**src/rtl/avr_prog_loader_pkg.sv**
```systemverilog
// Shared definitions for the program-memory loader: FSM state encoding,
// error codes and a small state classification helper.
package avr_prog_loader_pkg;

    typedef enum logic [2:0] {
        IDLE,
        LEN_LO,
        LEN_HI,
        DATA_LO,
        DATA_HI,
        CSUM,
        DONE,
        ERR
    } ldr_state_t;

    localparam logic [1:0] ERR_NONE = 2'b00;
    localparam logic [1:0] ERR_LEN  = 2'b01;
    localparam logic [1:0] ERR_CSUM = 2'b10;

    // Busy states are exactly the ones that consume stream bytes.
    function automatic logic is_busy(input ldr_state_t s);
        return (s != IDLE) && (s != DONE) && (s != ERR);
    endfunction

endpackage

```
**src/rtl/avr_loader_csum.sv**
```systemverilog
// 8-bit running checksum: clear, accumulate, and a zero test that
// includes the byte currently presented on din.
module avr_loader_csum
(
    input  logic       CLK,
    input  logic       RST,
    input  logic       clr,
    input  logic       acc,
    input  logic [7:0] din,
    output logic       zero
);

    logic [7:0] sum;

    always_ff @(posedge CLK) begin
        if (RST || clr)
            sum <= 8'h00;
        else if (acc)
            sum <= sum + din;
    end

    assign zero = (8'(sum + din) == 8'h00);

endmodule

```
**src/rtl/avr_prog_loader.sv**
```systemverilog
// Byte-stream program loader: assembles 16-bit words, writes program RAM,
// stalls the CPU during the load and validates length and checksum.
module avr_prog_loader
    import avr_prog_loader_pkg::*;
#(
    parameter int ADDR_W    = 9,
    parameter int BASE_ADDR = 0
)
(
    input  logic              CLK,
    input  logic              RST,
    input  logic              start,
    input  logic [7:0]        byte_in,
    input  logic              byte_valid,
    output logic              byte_ready,
    output logic [ADDR_W-1:0] wr_addr,
    output logic [15:0]       wr_data,
    output logic              wr_en,
    output logic              cpu_hold,
    output logic              done,
    output logic [1:0]        err_code,
    output logic [ADDR_W:0]   words_loaded
);

    localparam logic [16:0] MAX_LEN = 17'((1 << ADDR_W) - BASE_ADDR);

    ldr_state_t      state;
    logic [7:0]      len_lo;
    logic [7:0]      lo_byte;
    logic [ADDR_W:0] len;
    logic [ADDR_W:0] rx_cnt;
    logic [ADDR_W:0] rx_next;
    logic [15:0]     n;
    logic            xfer;
    logic            accept_start;
    logic            csum_zero;

    assign byte_ready   = is_busy(state);
    assign xfer         = byte_valid && byte_ready;
    assign accept_start = start && !is_busy(state);
    assign n            = {byte_in, len_lo};
    assign rx_next      = rx_cnt + 1'b1;

    avr_loader_csum u_csum (
        .CLK  (CLK),
        .RST  (RST),
        .clr  (accept_start),
        .acc  (xfer && (state == DATA_LO || state == DATA_HI)),
        .din  (byte_in),
        .zero (csum_zero)
    );

    always_ff @(posedge CLK) begin
        if (RST) begin
            state        <= IDLE;
            len_lo       <= 8'h00;
            lo_byte      <= 8'h00;
            len          <= '0;
            rx_cnt       <= '0;
            wr_addr      <= '0;
            wr_data      <= 16'h0000;
            wr_en        <= 1'b0;
            cpu_hold     <= 1'b0;
            done         <= 1'b0;
            err_code     <= ERR_NONE;
            words_loaded <= '0;
        end else begin
            wr_en <= 1'b0;
            // Address advances in the strobe cycle so the write sees the old value.
            if (wr_en) begin
                wr_addr      <= wr_addr + 1'b1;
                words_loaded <= words_loaded + 1'b1;
            end
            case (state)
                IDLE, DONE, ERR: begin
                    if (start) begin
                        state        <= LEN_LO;
                        done         <= 1'b0;
                        err_code     <= ERR_NONE;
                        words_loaded <= '0;
                        rx_cnt       <= '0;
                        wr_addr      <= ADDR_W'(BASE_ADDR);
                        cpu_hold     <= 1'b1;
                    end
                end
                LEN_LO: if (xfer) begin
                    len_lo <= byte_in;
                    state  <= LEN_HI;
                end
                LEN_HI: if (xfer) begin
                    if ({1'b0, n} > MAX_LEN) begin
                        state    <= ERR;
                        err_code <= ERR_LEN;
                        cpu_hold <= 1'b0;
                    end else begin
                        len   <= n[ADDR_W:0];
                        state <= (n == 16'h0000) ? CSUM : DATA_LO;
                    end
                end
                DATA_LO: if (xfer) begin
                    lo_byte <= byte_in;
                    state   <= DATA_HI;
                end
                DATA_HI: if (xfer) begin
                    wr_data <= {byte_in, lo_byte};
                    wr_en   <= 1'b1;
                    rx_cnt  <= rx_next;
                    state   <= (rx_next == len) ? CSUM : DATA_LO;
                end
                CSUM: if (xfer) begin
                    cpu_hold <= 1'b0;
                    if (csum_zero) begin
                        state <= DONE;
                        done  <= 1'b1;
                    end else begin
                        state    <= ERR;
                        err_code <= ERR_CSUM;
                    end
                end
                default: state <= IDLE;
            endcase
        end
    end

endmodule

```
**config.mk**
```make
export PLATFORM = sky130hd
export DESIGN_NAME = avr_prog_loader
export DESIGN_NICKNAME = d
export VERILOG_FILES = /design/src/rtl/avr_prog_loader_pkg.sv /design/src/rtl/avr_loader_csum.sv /design/src/rtl/avr_prog_loader.sv
export SDC_FILE = /design/constraint.sdc
export NUM_CORES = 1
export LEC_CHECK = 0
export ABC_AREA = 1
export CORE_ASPECT_RATIO = 0.9
export CORE_UTILIZATION = 45
export CTS_CLUSTER_DIAMETER = 150
export CTS_CLUSTER_SIZE = 10
export DETAILED_ROUTE_END_ITERATION = 6
export DONT_BUFFER_PORTS = 1
export PLACE_DENSITY = 0.56
export SYNTH_ARGS = -nofsm -noshare
export SYNTH_HDL_FRONTEND = slang
export SYNTH_SLANG_ARGS = --single-unit
```
**constraint.sdc**
```tcl
create_clock -name CLK -period 4.9 [get_ports CLK]
set_clock_uncertainty 0.05 [all_clocks]
set_input_delay 0.245 -clock CLK [delete_from_list [all_inputs] [get_ports CLK]]
set_output_delay 0.245 -clock CLK [all_outputs]
set_load 0.01 [all_outputs]
```
-- After elaboration in Yosys (flattened, before gate mapping)
Index checks and enable logic that the tools add are counted.
- output and inout port bits: 41
- register bits: 87
- input bits: 12
- equality and inequality tests: 19
- bitwise logic cells: 2
- order comparisons: 1
- muxes and demuxes: 36
- add/sub/neg operators: 4
- reduce and logical (&&, ||, !) cells: 26
- operator list (kind ; number):
    $mux W10 ; 5
    $mux W3 ; 9
    $mux W9 ; 3
    $add A10 B1 Y10 const B ; 2
    $pmux W10 S2 ; 1
    $ne A2 B2 Y1 const B ; 9
    $pmux W3 S6 ; 1
    $gt A16 B10 Y1 const B ; 1
    $logic_not A16 Y1 ; 1
    $eq A3 B3 Y1 const B ; 4
    $reduce_and A6 Y1 ; 2
    $eq A10 B10 Y1 ; 1
    $mux W2 ; 5
    $add A9 B1 Y9 const B ; 1
    $mux W1 ; 9
    $add A8 B8 Y8 ; 1
    $logic_not A8 Y1 ; 1
    $eq A3 B2 Y1 const B ; 2
    $ne A3 B3 Y1 const B ; 2
    $pmux W2 S3 ; 1
    $reduce_and A2 Y1 ; 3
    $reduce_and A3 Y1 ; 2
    $reduce_bool A3 Y1 ; 2
    $logic_and A1 B1 Y1 ; 5
    other kinds (12) ; 15

-- Depth between registers and ports, before layout
Gate-level depths: netlist (run 1).
- depth in word-level cells: 6
- mapped depth: 14

-- Cells and area by module
A second synthesis (run 1) with hierarchy kept.
- cell total of the unflattened synthesis: 623
- area, all modules: 4334.2 sq um
- modules (own cells, without submodules) (module ; times used ; cells each ; area each (sq um)):
    avr_prog_loader ; 1 ; 503 ; 3597.2
    avr_loader_csum ; 1 ; 120 ; 737.0

-- Worst setup path before layout (run 1)
OpenSTA, ideal clock, no wires.
- path kind: register to register
- from: register u_csum.sum[0]
- to: register err_code[1]
- path buffers: 0
- data arrival time: 1832 ps
- setup slack: 2947 ps
- stages on the path, launching flop included: 15
- library setup time: 70 ps
- path through: dfxtp_1 -> ha_1 -> inv_1 -> fa_1 -> o21ai_0 -> nand2_1 -> nand2_1 -> nand2_1 -> nand2_1 -> nand2_1 -> nor2_1 -> nand3_1 -> nand2_1 -> nand2_1 -> a21oi_1
- cells in the longest elaborated chain, start to end: 4
- ends and longest elaborated chain (element ; RTL line ; source):
    start: declaration ; avr_loader_csum.sv:13 ; logic [7:0] sum;
    start signal: assignment ; avr_loader_csum.sv:19 ; sum <= sum + din;
    $add A8 B8 Y8 ; avr_loader_csum.sv:22 ; assign zero = (8'(sum + din) == 8'h00);
    $logic_not A8 Y1 ; avr_loader_csum.sv:22 ;
    $ne A2 B2 Y1 (no source line) ; -- ;
    $reduce_and A6 Y1 (no source line) ; -- ;
    end signal: assignment ; avr_prog_loader.sv:65 ; err_code <= ERR_NONE;
    end signal: assignment ; avr_prog_loader.sv:79 ; err_code <= ERR_NONE;
    end signal: assignment ; avr_prog_loader.sv:93 ; err_code <= ERR_LEN;
    end: declaration ; avr_prog_loader.sv:21 ; output logic [1:0] err_code,
No other way between the ends.
A chain may end at the register's enable or synchronous reset.

-- Worst setup path in the final report (run 1)
- from: register u_csum.sum[0]
- to: register done
- cells in the longest elaborated chain, start to end: 4
- ends and longest elaborated chain (element ; RTL line ; source):
    $add A8 B8 Y8 ; avr_loader_csum.sv:22 ;
    $logic_not A8 Y1 ; avr_loader_csum.sv:22 ;
    $ne A2 B2 Y1 (no source line) ; -- ;
    $reduce_and A4 Y1 (no source line) ; -- ;
    end signal: assignment ; avr_prog_loader.sv:64 ; done <= 1'b0;
    end signal: assignment ; avr_prog_loader.sv:78 ; done <= 1'b0;
    end signal: assignment ; avr_prog_loader.sv:114 ; done <= 1'b1;
    end: declaration ; avr_prog_loader.sv:20 ; output logic done,
No other way between the ends.

==> summary.md, run 1 <==
| Metric | Value |
|---|---|
| CTS Buffer Depth | 2 |
| Synth top area share | 40.7% |
| Post-synth top area cell | dfxtp_1 |
| Drt first pass iters | 4 |
| Synth Flop Type | dfxtp_1 |
| Io pins | 53 |
| Crit start category | flop |
| Routed via count | between 3,000 and 4,000 |
| Worst setup EP type | flop |
| Pin count of the biggest net entering global routing | 46 |
| Core area | between 9000 and 10,000 µm² |
| Post-synthesis cell count | 635 |
| Chip width | roughly 100 µm |
| Fin nets | 660 |
| F_max | 426 MHz |
| Arrival time worst endpoint | between 2 and 3 ns |
| Most common cell in the netlist | nand2_1 |
| Power Total | around 1.4 mW |
| Global-route usage over all layers | between 20% and 30% |
| Vias in the first global route | 3,543 |
| I/O Buffers | 0 |
| Synth warnings | 0 |
| Period utilisation layout | about 48% |
| Rel. slew slack | a little under 30% |
| First-pass GRT wire length | about 17 mm |
| RePlAce Congestion | roughly 0.87 |
| Sequential element share of the synthesized area | roughly 40% |
| CTS tree | yes |
| Syn_nets | ~660 |
| CTS Root Cell | clkbuf_8 |
| CTS resizes | 0 |
| CP Cell Sequence | ha_1, inv_1, fa_1, o21ai_0, nand2_1, nand2_1, nand2_1, nand2_1, nand4_1, nand2_1, nand2_1, nand2_1, a21oi_1 |
| Ranking of synthesized cells by area | dfxtp_1 41%, nand2_1 12%, nor2_1 9.7%, o21ai_0 6.6%, a21oi_1 6.1% |
| Layout cells sized above 1 | roughly 5.9% |
| Total congestion overflow | 0 |
| Clock latency on the worst-skew pair | 0.37 ns |
| Syn_area_per_cell | 6.74 µm² |
| Worst Path Required | 5.08 ns |
| Post-CTS Setup Inserts | 0 |
| Cell Count, Final, Fillers Out | between 700 and 800 |
| WL/cell | between 10 and 15 µm |
| Critical path class | flop to flop |
| TNS Setup | 0 ns |
| Slew of the pin with the lowest slew margin | 1.05 ns |
| Final Setup Violations | 0 |
| CP Max Fanout | 3 |
| Area added between synthesis and finish | 8.69% |
| Final Hold Fails | 0 |
| Die Area | between 9000 and 10,000 µm² |
| Antenna cells | 0 |
| Detailed-route DRC error count | 0 |
| Maximum vdd drop | 0.000162 V |
| FP Rows | 33 |
| Most common library cells after synthesis | 133 x nand2_1, 110 x nor2_1, 87 x dfxtp_1 |
| Crit path buffers/inverters | 1 |
| Hpwl dp | between 7 and 8 mm |
| Initial antenna violation count | 0 |
| Routed wire length | around 10 mm |
| Synth Cell Area | 4280 µm² |
| # hold bufs at CTS | 7 |
| Fin crit period | approximately 2.3 ns |
| Avg Vias per Cell | between 4 and 5 |
| Worst-path clk slew | around 0.10 ns |
| RSZ-0062 raised after global routing | false |
| H-tree levels | 3 |
| TritonCTS Sinks | 87 |
| P per Cell Area | 305 nW/µm² |
| Number of flops mapped to enable cells by yosys | 0 |
| Post-DRT Antenna Nets | 0 |
| #FFs+latches synth | 87 |
| DRT iter0 DRCs | between 150 and 200 |
| Status | completed |
| Critical-path top delay cell | fa_1 |
| Slowest stage delay, CP | between 0.3 and 0.4 ns |
| Yosys cell types | 36 |
| Top delay family on crit path | simple AND/OR/NAND/NOR gates |
| Share of flip-flops with an asynchronous set or reset | 0% |
| Initial Util | a little under half |
| Post-placement cell count | between 700 and 800 |
| Die Ht | 94.5 µm |
| Leak | about 1.9 nW |
| Final Max Slew Viols | 0 |
| Hold crit path type | input pin to flop |
| Most used cell, CP | nand2_1 |
| Max-Cap Viols | 0 |
| TritonCTS Buffers | 9 |
layout by cell type, fill, tap and decap left out, drive strengths merged:
master | netlist | routed
xor2 | 4 | 4
dfxtp | 87 | 87
nor3 | 12 | 12
nor4 | 2 | 2
inv | 73 | 78
a21o | 1 | 1
ha | 10 | 10
nand3 | 42 | 42
nand4 | 3 | 3
or2 | 1 | 1
a21oi | 52 | 52
o21bai | 1 | 1
a221oi | 1 | 1
o211ai | 3 | 3
fa | 1 | 1
nor3b | 1 | 1
bufinv | 0 | 1
nor2 | 118 | 118
nand3b | 4 | 4
nand2 | 137 | 137
clkbuf | 10 | 9
o21ai | 57 | 57
dlygate4sd3 | 0 | 7
o22ai | 1 | 1
clkinv | 2 | 3
and3 | 1 | 1
xnor2 | 3 | 3
a211oi | 2 | 2
through the flow:
stage	setup WS, ns	cell area, µm²	utilization, %	hold slack [ns]
after detailed placement	2.46	4360	47.6	0.268
after CTS	2.58	4650	50.7	0.00260
after floorplan	2.95	4280	-	0.330
after global placement	2.52	4360	47.6	0.267
final	2.55	4650	50.7	0.0115
after global routing	2.23	4650	50.7	0.0312
report_power, final:
group          switching (mW)  leakage, nW  internal (mW)  total [mW]
logic                  0.0912         1.11         0.0427       0.134
registers              0.0121        0.703          0.720       0.733
clock network           0.298        0.111          0.252       0.550
registers in the layout, indices dropped and copies added (netlist names):
register	flops
done	1
u_csum.sum	8
words_loaded	10
wr_addr	9
wr_data	16
cpu_hold	1
len	10
rx_cnt	10
state	3
lo_byte	8
wr_en	1
err_code	2
len_lo	8
path summary, 6_finish.rpt:
check / startpoint / end / slack [ns] / cells after the start
worst max register to register: u_csum.sum[0]$_SDFFE_PP0P_ / done$_SDFFE_PP0P_ / 2.55 / 13
worst max-delay path: u_csum.sum[0]$_SDFFE_PP0P_ / done$_SDFFE_PP0P_ / 2.55 / 13
worst min-delay path: byte_in[5] / len_lo[5]$_SDFFE_PP0P_ / 0.01 / 2
worst min register to register: len[0]$_SDFFE_PP0P_ / len[0]$_SDFFE_PP0P_ / 0.42 / 2
cell type report:
class / instances / area, µm²
Clock buffer: 9 / 124
Inverter: 75 / 282
Timing Repair Buffer: 7 / 70.1
Fill cell: 958 / 4520
Multi-Input combinational cell: 457 / 2180
Clock inverter: 7 / 95.1
Sequential cell: 87 / 1740
Tap cell: 122 / 153
cell families (layout without fill, tap and decap cells):
kind of cell | Yosys count | after routing | share of synthesized area [%]
xor gates and xnor gates | 7 | 7 | 1.43
AOI/OAI and AO/OA | 118 | 118 | 14.4
and+or+nand+nor | 321 | 321 | 31.8
DFF | 87 | 87 | 40.7
adders and majority gates | 11 | 11 | 3.39
buffers and inverters | 91 | 98 | 8.22
per-layer routing:
layer	track usage, %	share of wire (%)
met5	0	0
met4	7.51	1.6
met3	6.35	6.1
met2	34.5	44
met1	27.0	48
No activity file was read; power rests on OpenSTA's default activity.
==> run 2: changes to the inputs <==
--- a/config.mk
+++ b/config.mk
@@ -5,7 +5,7 @@
 export SDC_FILE = /design/constraint.sdc
 export NUM_CORES = 1
 export LEC_CHECK = 0
-export ABC_AREA = 1
+export ABC_AREA = 0
 export CORE_ASPECT_RATIO = 0.9
 export CORE_UTILIZATION = 45
 export CTS_CLUSTER_DIAMETER = 150
==> constraint.sdc (replaced) <==
create_clock -name CLK -period 2.35 [get_ports CLK]
set_clock_uncertainty 0.05 [all_clocks]
set_input_delay 0.1175 -clock CLK [delete_from_list [all_inputs] [get_ports CLK]]
set_output_delay 0.1175 -clock CLK [all_outputs]
set_load 0.01 [all_outputs]
==> run 2 against run 1 <==
Against the previous run: synthesized cell count shrank 19%; worst hold slack got worse by 0.0035 ns; synthesized area shrank 1.8%; die area is 1.7% lower; critical endpoint is now err_code[1]$_SDFFE_PP0P_; critical path depth decreased by 5; total power is 100% higher; critical path type unchanged; worst setup slack worse by 2.4 ns.
==> summary.md, run 2 <==
| Metric | Value |
|---|---|
| Pin count of the biggest net entering global routing | 62 (+35%) |
| Fin nets | 538 (-18%) |
| Post-DRT Antenna Nets | 0 (unchanged) |
| Commonest non-fill, non-tap cell in the layout | nand2_1 |
| CTS Buffer Depth | 2 (unchanged) |
| CTS tree | yes |
| Final Max Slew Viols | 0 (unchanged) |
| TritonCTS Sinks | 87 (unchanged) |
| Synth top area share | 41.4% (+0.73 points) |
| Total congestion overflow | 0 (unchanged) |
| Global-route usage over all layers | 20.8% (-0.48 points) |
| Syn_nets | 535 (-19%) |
| TritonCTS Buffers | 9 (unchanged) |
| Sequential element share of the synthesized area | 41.4% (+0.73 points) |
| Ranking of synthesized cells by area | dfxtp_1 41%, nand2_1 8.1%, a21oi_1 6.8%, nor2_1 5.3%, xor2_1 4.0% |
| F_max | 459 MHz (+7.8%) |
| Most frequent cells in the layout | 91 x nand2_1, 87 x dfxtp_1, 59 x nor2_1 |
| I/O Buffers | 0 (unchanged) |
| Synth warnings | 0 (unchanged) |
| Die Area | 9730 µm² (-1.7%) |
| Worst-path clk slew | 0.09 ns (about the same) |
| Core area | 9080 µm² (-0.90%) |
| R2r worst-path depth | 8 (-5) |
| FP Rows | 33 (unchanged) |
| Worst setup EP type | flop |
| Critical path class | flop to flop |
| Synth Cell Area | 4200 µm² (-1.8%) |
| TNS Setup | 0 ns (unchanged) |
| Final Hold Fails | 0 (unchanged) |
| Rel. slew slack | 66.3% (+36 points) |
| Area added between synthesis and finish | 11.0% |
| Crit start category | flop |
| Final Setup Violations | 0 (unchanged) |
| Routed wire length | 10.0 mm (-1.1%) |
| Most common library cells after synthesis | 91 x nand2_1, 87 x dfxtp_1, 59 x nor2_1 |
| CP Max Fanout | 3 (unchanged) |
| Maximum vdd drop | 0.000315 V (+95%) |
| Clock latency on the worst-skew pair | 0.36 ns (about the same) |
| Power Total | 2.83 mW (+100%) |
| Avg Vias per Cell | 5.39 (+8.0%) |
| Period utilisation layout | 92.6% (+45 points) |
| Leak | 1.59 nW (-17%) |
| DRT iter0 DRCs | 209 (+34%) |
| Biggest register | wr_data |
| Syn_area_per_cell | 8.21 µm² (+22%) |
| Worst slack at placement | 0.0430 ns (-2.42 ns) |
| P per Cell Area | 606 nW/µm² (+99%) |
| Slew of the pin with the lowest slew margin | 0.502 ns (-0.549 ns) |
| H-tree levels | 3 (unchanged) |
| Arrival time worst endpoint | 2.39 ns (-0.13 ns) |
| Layout cells sized above 1 | 8.65% (+2.7 points) |
| Routed via count | 3,458 (-9.3%) |
| Die Ht | 93.7 µm (-0.86%) |
| Vias in the first global route | 3,220 (-9.1%) |
| Post-synthesis cell count | 512 (-19%) |
| Worst setup margin | 0.173 ns (-2.38 ns) |
| RePlAce Congestion | 0.905 (+4.1%) |
| Share of flip-flops with an asynchronous set or reset | 0% (unchanged) |
| Antenna cells | 0 (unchanged) |
| Number of flops mapped to enable cells by yosys | 0 (unchanged) |
| Chip width | 104 µm (-0.86%) |
| Max-Cap Viols | 0 (unchanged) |
| First-pass GRT wire length | 16.1 mm (-3.4%) |
| Worst Path Required | 2.56 ns (-2.52 ns) |
| Io pins | 53 (unchanged) |
| CTS Root Cell | clkbuf_8 |
| Synth Flop Type | dfxtp_1 |
| RSZ-0062 raised after global routing | false |
| Most common cell in the netlist | nand2_1 |
| Initial antenna violation count | 0 (unchanged) |
| Detailed-route DRC error count | 0 (unchanged) |
| #FFs+latches synth | 87 (unchanged) |
| Hold path depth | 2 (unchanged) |
| Yosys cell types | 58 (+61%) |
| Initial Util | 46.3% (-0.40 points) |
| Max reg flops | 16 (unchanged) |
| Drt first pass iters | 5 (+1) |
| Fin crit period | 2.18 ns (-0.170 ns) |
| Hold crit path type | input pin to flop |
| WL/cell | 15.6 µm (+18%) |
| Status | completed |
| Post-synth top area cell | dfxtp_1 |
| Hpwl dp | 6.62 mm (-10%) |
## run 2: layout make-up
class	count	area (µm²)
clock inverter	6	75.1
fill	877	4420
clock buffer	10	138
tap	122	153
sequential	87	1740
inverter	5	18.8
multi-input combinational	394	2360
timing repair buffer	18	178
## run 2: worst paths after layout
| path | from | end | slack, ns |
|---|---|---|---|
| max reg2reg | u_csum.sum[0]$_SDFFE_PP0P_ | err_code[1]$_SDFFE_PP0P_ | 0.17 |
| min | start | cpu_hold$_SDFFE_PP0P_ | 0.008 |
| min reg2reg | lo_byte[4]$_SDFFE_PP0P_ | wr_data[4]$_SDFFE_PP0P_ | 0.41 |
| max | u_csum.sum[0]$_SDFFE_PP0P_ | err_code[1]$_SDFFE_PP0P_ | 0.17 |
## run 2: through the flow
stage                     cells  cell area (µm²)  utilization [%]  hold WS (ns)
after global placement      616             4280             47.2         0.143
after detailed placement    616             4280             47.2         0.146
after floorplan             512             4200                -         0.203
after global routing        642             4670             51.4        0.0453
final                       642             4670             51.4       0.00796
after CTS                   642             4610             50.8        0.0120
## run 2: timing repair
action | in CTS | in global routing
endpoints found under the hold margin | 59 | 0
buffers inserted | 0 | 0
hold buffers | 10 | 0
setup endpoints to repair | 0 | 4
gates resized for setup | 0 | 10
## run 2: kinds of logic (layout without fill, tap and decap cells)
group	count (synthesis)	in the layout	share of synthesized area, %
muxes	15	15	3.60
AOI/OAI and AO/OA	101	101	14.5
buffers and inverters	31	39	3.57
adders and majority gates	11	11	3.45
DFF	87	87	41.4
xor gates and xnor gates	32	32	6.67
and+or+nand+nor	235	235	26.8
## run 2: critical path, stage by stage, from the launching register on
cell	delay (ns)
dfxtp_1	0.35
ha_2	0.18
inv_1	0.05
fa_1	0.40
nand2b_4	0.18
a2111oi_2	0.36
a211oi_2	0.10
and3_1	0.20
o32ai_1	0.21
## run 2: power by group
part | switching, mW | internal (mW)
combinational | 0.125 | 0.0749
sequential | 0.0236 | 1.49
clock | 0.577 | 0.537
## run 2: per-layer routing
| layer | GRT usage (%) | wire [µm] | up-vias |
|---|---|---|---|
| met5 | 0 | 0 | - |
| met4 | 5.95 | 62 | 0 |
| met3 | 4.09 | 516 | 4 |
| met2 | 32.6 | 4450 | 73 |
| met1 | 29.0 | 4990 | 1601 |
| li1 | - | - | 1780 |
==> run 3: changes to the inputs <==
--- a/config.mk
+++ b/config.mk
@@ -6,6 +6,8 @@
 export NUM_CORES = 1
 export LEC_CHECK = 0
 export ABC_AREA = 0
+export ABC_CLOCK_PERIOD_IN_PS = 2350
+export CAP_MARGIN = 30
 export CORE_ASPECT_RATIO = 0.9
 export CORE_UTILIZATION = 45
 export CTS_CLUSTER_DIAMETER = 150
@@ -15,4 +17,5 @@
 export PLACE_DENSITY = 0.56
 export SYNTH_ARGS = -nofsm -noshare
 export SYNTH_HDL_FRONTEND = slang
+export SYNTH_HIERARCHICAL = 1
 export SYNTH_SLANG_ARGS = --single-unit
==> run 3 against run 2 <==
Against the previous run: the flow now finishes with violations (negative setup slack); register-to-register slack lost 0.34 ns; core utilization grew 3.9 points; worst setup slack lost 0.34 ns; die area grew 1.5%; first-iteration DRC count grew 15%; synthesized area grew 1.6%; sequential power is essentially flat; critical path depth grew 2; count of clock-buffer cells in the layout shrank 1; sequential share of layout area shrank 2.9 points; final area grew 8.6%; maximum frequency shrank 14%; largest cell class unchanged.
==> summary.md, run 3 <==
| Metric | Value |
|---|---|
| Status | complete, but fails checks |
| Failing checks | negative setup slack |
| FP Rows | 33 (unchanged) |
| Synth Flop Type | dfxtp_1 |
| Period utilisation layout | 107% (+15 points) |
| Share of flip-flops with an asynchronous set or reset | 0% (unchanged) |
| Io pins | 53 (unchanged) |
| Crit start category | flop |
| RSZ-0062 raised after global routing | true |
| CTS tree | yes |
| Cell Count, Final, Fillers Out | 694 (+8.1%) |
| P per Cell Area | 530 nW/µm² (-13%) |
| Most common cell in the netlist | nand2_1 |
| Drt first pass iters | 5 (unchanged) |
| Post-synthesis cell count | 528 (+3.1%) |
| Critical path class | flop to flop |
| Final Max Slew Viols | 0 (unchanged) |
| Worst slack at placement | -0.244 ns (-0.287 ns) |
| Fin crit period | 2.52 ns (+0.344 ns) |
| Syn_nets | 551 (+3.0%) |
| Maximum vdd drop | 0.000352 V (+12%) |
| Final Util | 55.3% (+3.9 points) |
| Fin nets | 590 (+9.7%) |
| Final Setup Violations | 4 (+4) |
| Routed via count | 3,793 (+9.7%) |
| Total congestion overflow | 0 (unchanged) |
| Global-route usage over all layers | 23.1% (+2.3 points) |
| NetSw | 720 µW (-0.74%) |
| H-tree levels | 3 (unchanged) |
| WHS | 0.0161 ns (+0.00817 ns) |
| Switching part of the total | 26.8% (+1.2 points) |
| I/O Buffers | 0 (unchanged) |
| Final Hold Fails | 0 (unchanged) |
| Post-synth top area cell | dfxtp_1 |
| Sequential element share of the synthesized area | 40.8% (-0.64 points) |
| Most frequent cells in the layout | 88 x nand2_1, 86 x dfxtp_1, 67 x nor2_1 |
| Detailed-route DRC error count | 0 (unchanged) |
| F_max | 397 MHz (-14%) |
| CTS Root Cell | clkbuf_8 |
| Synth Cell Area | 4270 µm² (+1.6%) |
| Arrival time worst endpoint | 2.77 ns (+0.38 ns) |
| Avg Vias per Cell | 5.47 (+1.5%) |
| Internal power | 1.97 mW (-6.5%) |
| Worst-path clk slew | 0.09 ns (about the same) |
| Synth top area share | 40.8% (-0.64 points) |
| #FFs+latches synth | 87 (unchanged) |
| Clock latency on the worst-skew pair | 0.37 ns (about the same) |
| WL/cell | 15.8 µm (+1.5%) |
| Die Ht | 94.4 µm (+0.77%) |
| Leak | 1.91 nW (+20%) |
| Rel. slew slack | 61.8% (-4.5 points) |
| Commonest non-fill, non-tap cell in the layout | nand2_1 |
| Power Total | 2.69 mW (-5.0%) |
| Crit path launch | u_csum/sum[0]$_SDFFE_PP0P_ |
| Synth warnings | 6 (+6) |
| HP Start | start |
| Pin count of the biggest net entering global routing | 33 (-47%) |
| Worst setup EP type | flop |
| Area added between synthesis and finish | 18.7% |
| Most common library cells after synthesis | 89 x nand2_1, 87 x dfxtp_1, 68 x nor2_1 |
| Ranking of synthesized cells by area | dfxtp_1 41%, nand2_1 7.8%, a21oi_1 6.7%, nor2_1 6.0%, xor2_1 4.5% |
| Number of flops mapped to enable cells by yosys | 0 (unchanged) |
| Placed cell areas | 4400 µm² (+2.6%) |
| Max reg flops | 16 (unchanged) |
| Reg-to-Reg Start | u_csum/sum[0]$_SDFFE_PP0P_ |
| TNS Setup | -0.487 ns (-0.487 ns) |
| Core area | 9170 µm² (+0.91%) |
| Worst setup margin | -0.171 ns (-0.344 ns) |
| Hold crit path type | input pin to flop |
| Initial antenna violation count | 0 (unchanged) |
| CTS Buffer Depth | 2 (unchanged) |
| DRT iter0 DRCs | 240 (+15%) |
| Initial Util | 46.6% (+0.31 points) |
| CP Max Fanout | 2 (-1) |
| Clock power frac | 38.1% (-1.3 points) |
| Post-placement cell count | 636 (+3.2%) |
| Logic pwr share | 6.0% (-1.1 points) |
| Register share of total power | 55.8% (+2.3 points) |
| Yosys cell types | 62 (+6.9%) |
| Layout cells sized above 1 | 10.1% (+1.5 points) |
| Syn_area_per_cell | 8.09 µm² (-1.5%) |
| Chip width | 105 µm (+0.77%) |
| TritonCTS Buffers | 9 (unchanged) |
| Worst Path Required | 2.59 ns (+0.03 ns) |
| Design area | 5070 µm² (+8.6%) |
| Slew of the pin with the lowest slew margin | 0.571 ns (+0.0693 ns) |
| Die Area | 9880 µm² (+1.5%) |
| Max-Cap Viols | 0 (unchanged) |
| Vias in the first global route | 3,627 (+13%) |
| RePlAce Congestion | 0.868 (-4.1%) |
| TritonCTS Sinks | 87 (unchanged) |
| Antenna cells | 0 (unchanged) |
| Post-DRT Antenna Nets | 0 (unchanged) |
| First-pass GRT wire length | 18.2 mm (+13%) |
| Hpwl dp | 7.03 mm (+6.2%) |
| Biggest register | wr_data |
| Routed wire length | 11.0 mm (+9.7%) |
-- run 3: cell count changes after synthesis, moves of 5 or more --
cell      change
nor2_1        +9
clkbuf_1      +7
buf_2         -5
nand3b_1      -7
inv_1         +6
o21ai_0       +5
-- run 3: logic make-up (layout without fill, tap and decap cells) --
family,after synthesis,in the layout,share of synthesized area [%]
simple gates,232,232,25.2
compound gates,106,106,15.1
flops,87,87,40.8
buf+inv,39,83,4.10
xor+xnor,35,35,7.18
mux,18,18,4.25
fa+ha+maj,11,11,3.40
-- run 3: final cells by class --
class / count / area, µm²
inverters: 11 / 41.3
repair buffers: 56 / 526
clock buffers: 9 / 124
fillers: 873 / 4100
multi-input cells: 402 / 2420
flip-flops and latches: 87 / 1740
clock inverters: 7 / 62.6
well taps: 122 / 153
-- run 3: worst max-delay path: stages (launching register included) --
cell and delay, ns:
dfxtp_2 0.35, ha_4 0.16, fa_2 0.37, xor2_2 0.17, or3_4 0.39, or3_4 0.35
nor4_4 0.19, inv_1 0.10, nor2_2 0.14, o21ai_1 0.07, a21oi_1 0.14
-- run 3: power by group through the flow --
stage / logic, mW / clock network [mW] / registers [mW]
finish: 0.162 / 1.02 / 1.50
global route: 0.179 / 1.10 / 1.50
CTS: 0.154 / 1.04 / 1.50
detailed placement: 0.120 / 0 / 1.53
global placement: 0.119 / 0 / 1.53
floorplan: 0.117 / 0 / 1.53
-- run 3: worst paths after layout --
| path | to | slack (ns) | depth (start not counted) |
|---|---|---|---|
| max reg2reg | err_code[0]$_SDFFE_PP0P_ | -0.17 | 10 |
| min reg2reg | wr_data[2]$_SDFFE_PP0P_ | 0.42 | 2 |
| min | err_code[1]$_SDFFE_PP0P_ | 0.02 | 3 |
| max | err_code[0]$_SDFFE_PP0P_ | -0.17 | 10 |
-- run 3: what timing repair did --
action,in CTS,in global routing
hold buffers,38,0
pin swaps,6,7
setup endpoints to repair,4,4
resized for setup,7,6
buffers inserted,2,2
endpoints found under the hold margin,65,0
-- run 3: layer usage --
layer | track usage [%] | vias to the layer above | share of wire [%]
met5 | 0 | - | 0
met4 | 4.69 | 0 | 0.62
met1 | 31.6 | 1780 | 48
met2 | 37.5 | 101 | 45
met3 | 5.04 | 8 | 6.1
li1 | - | 1904 | -
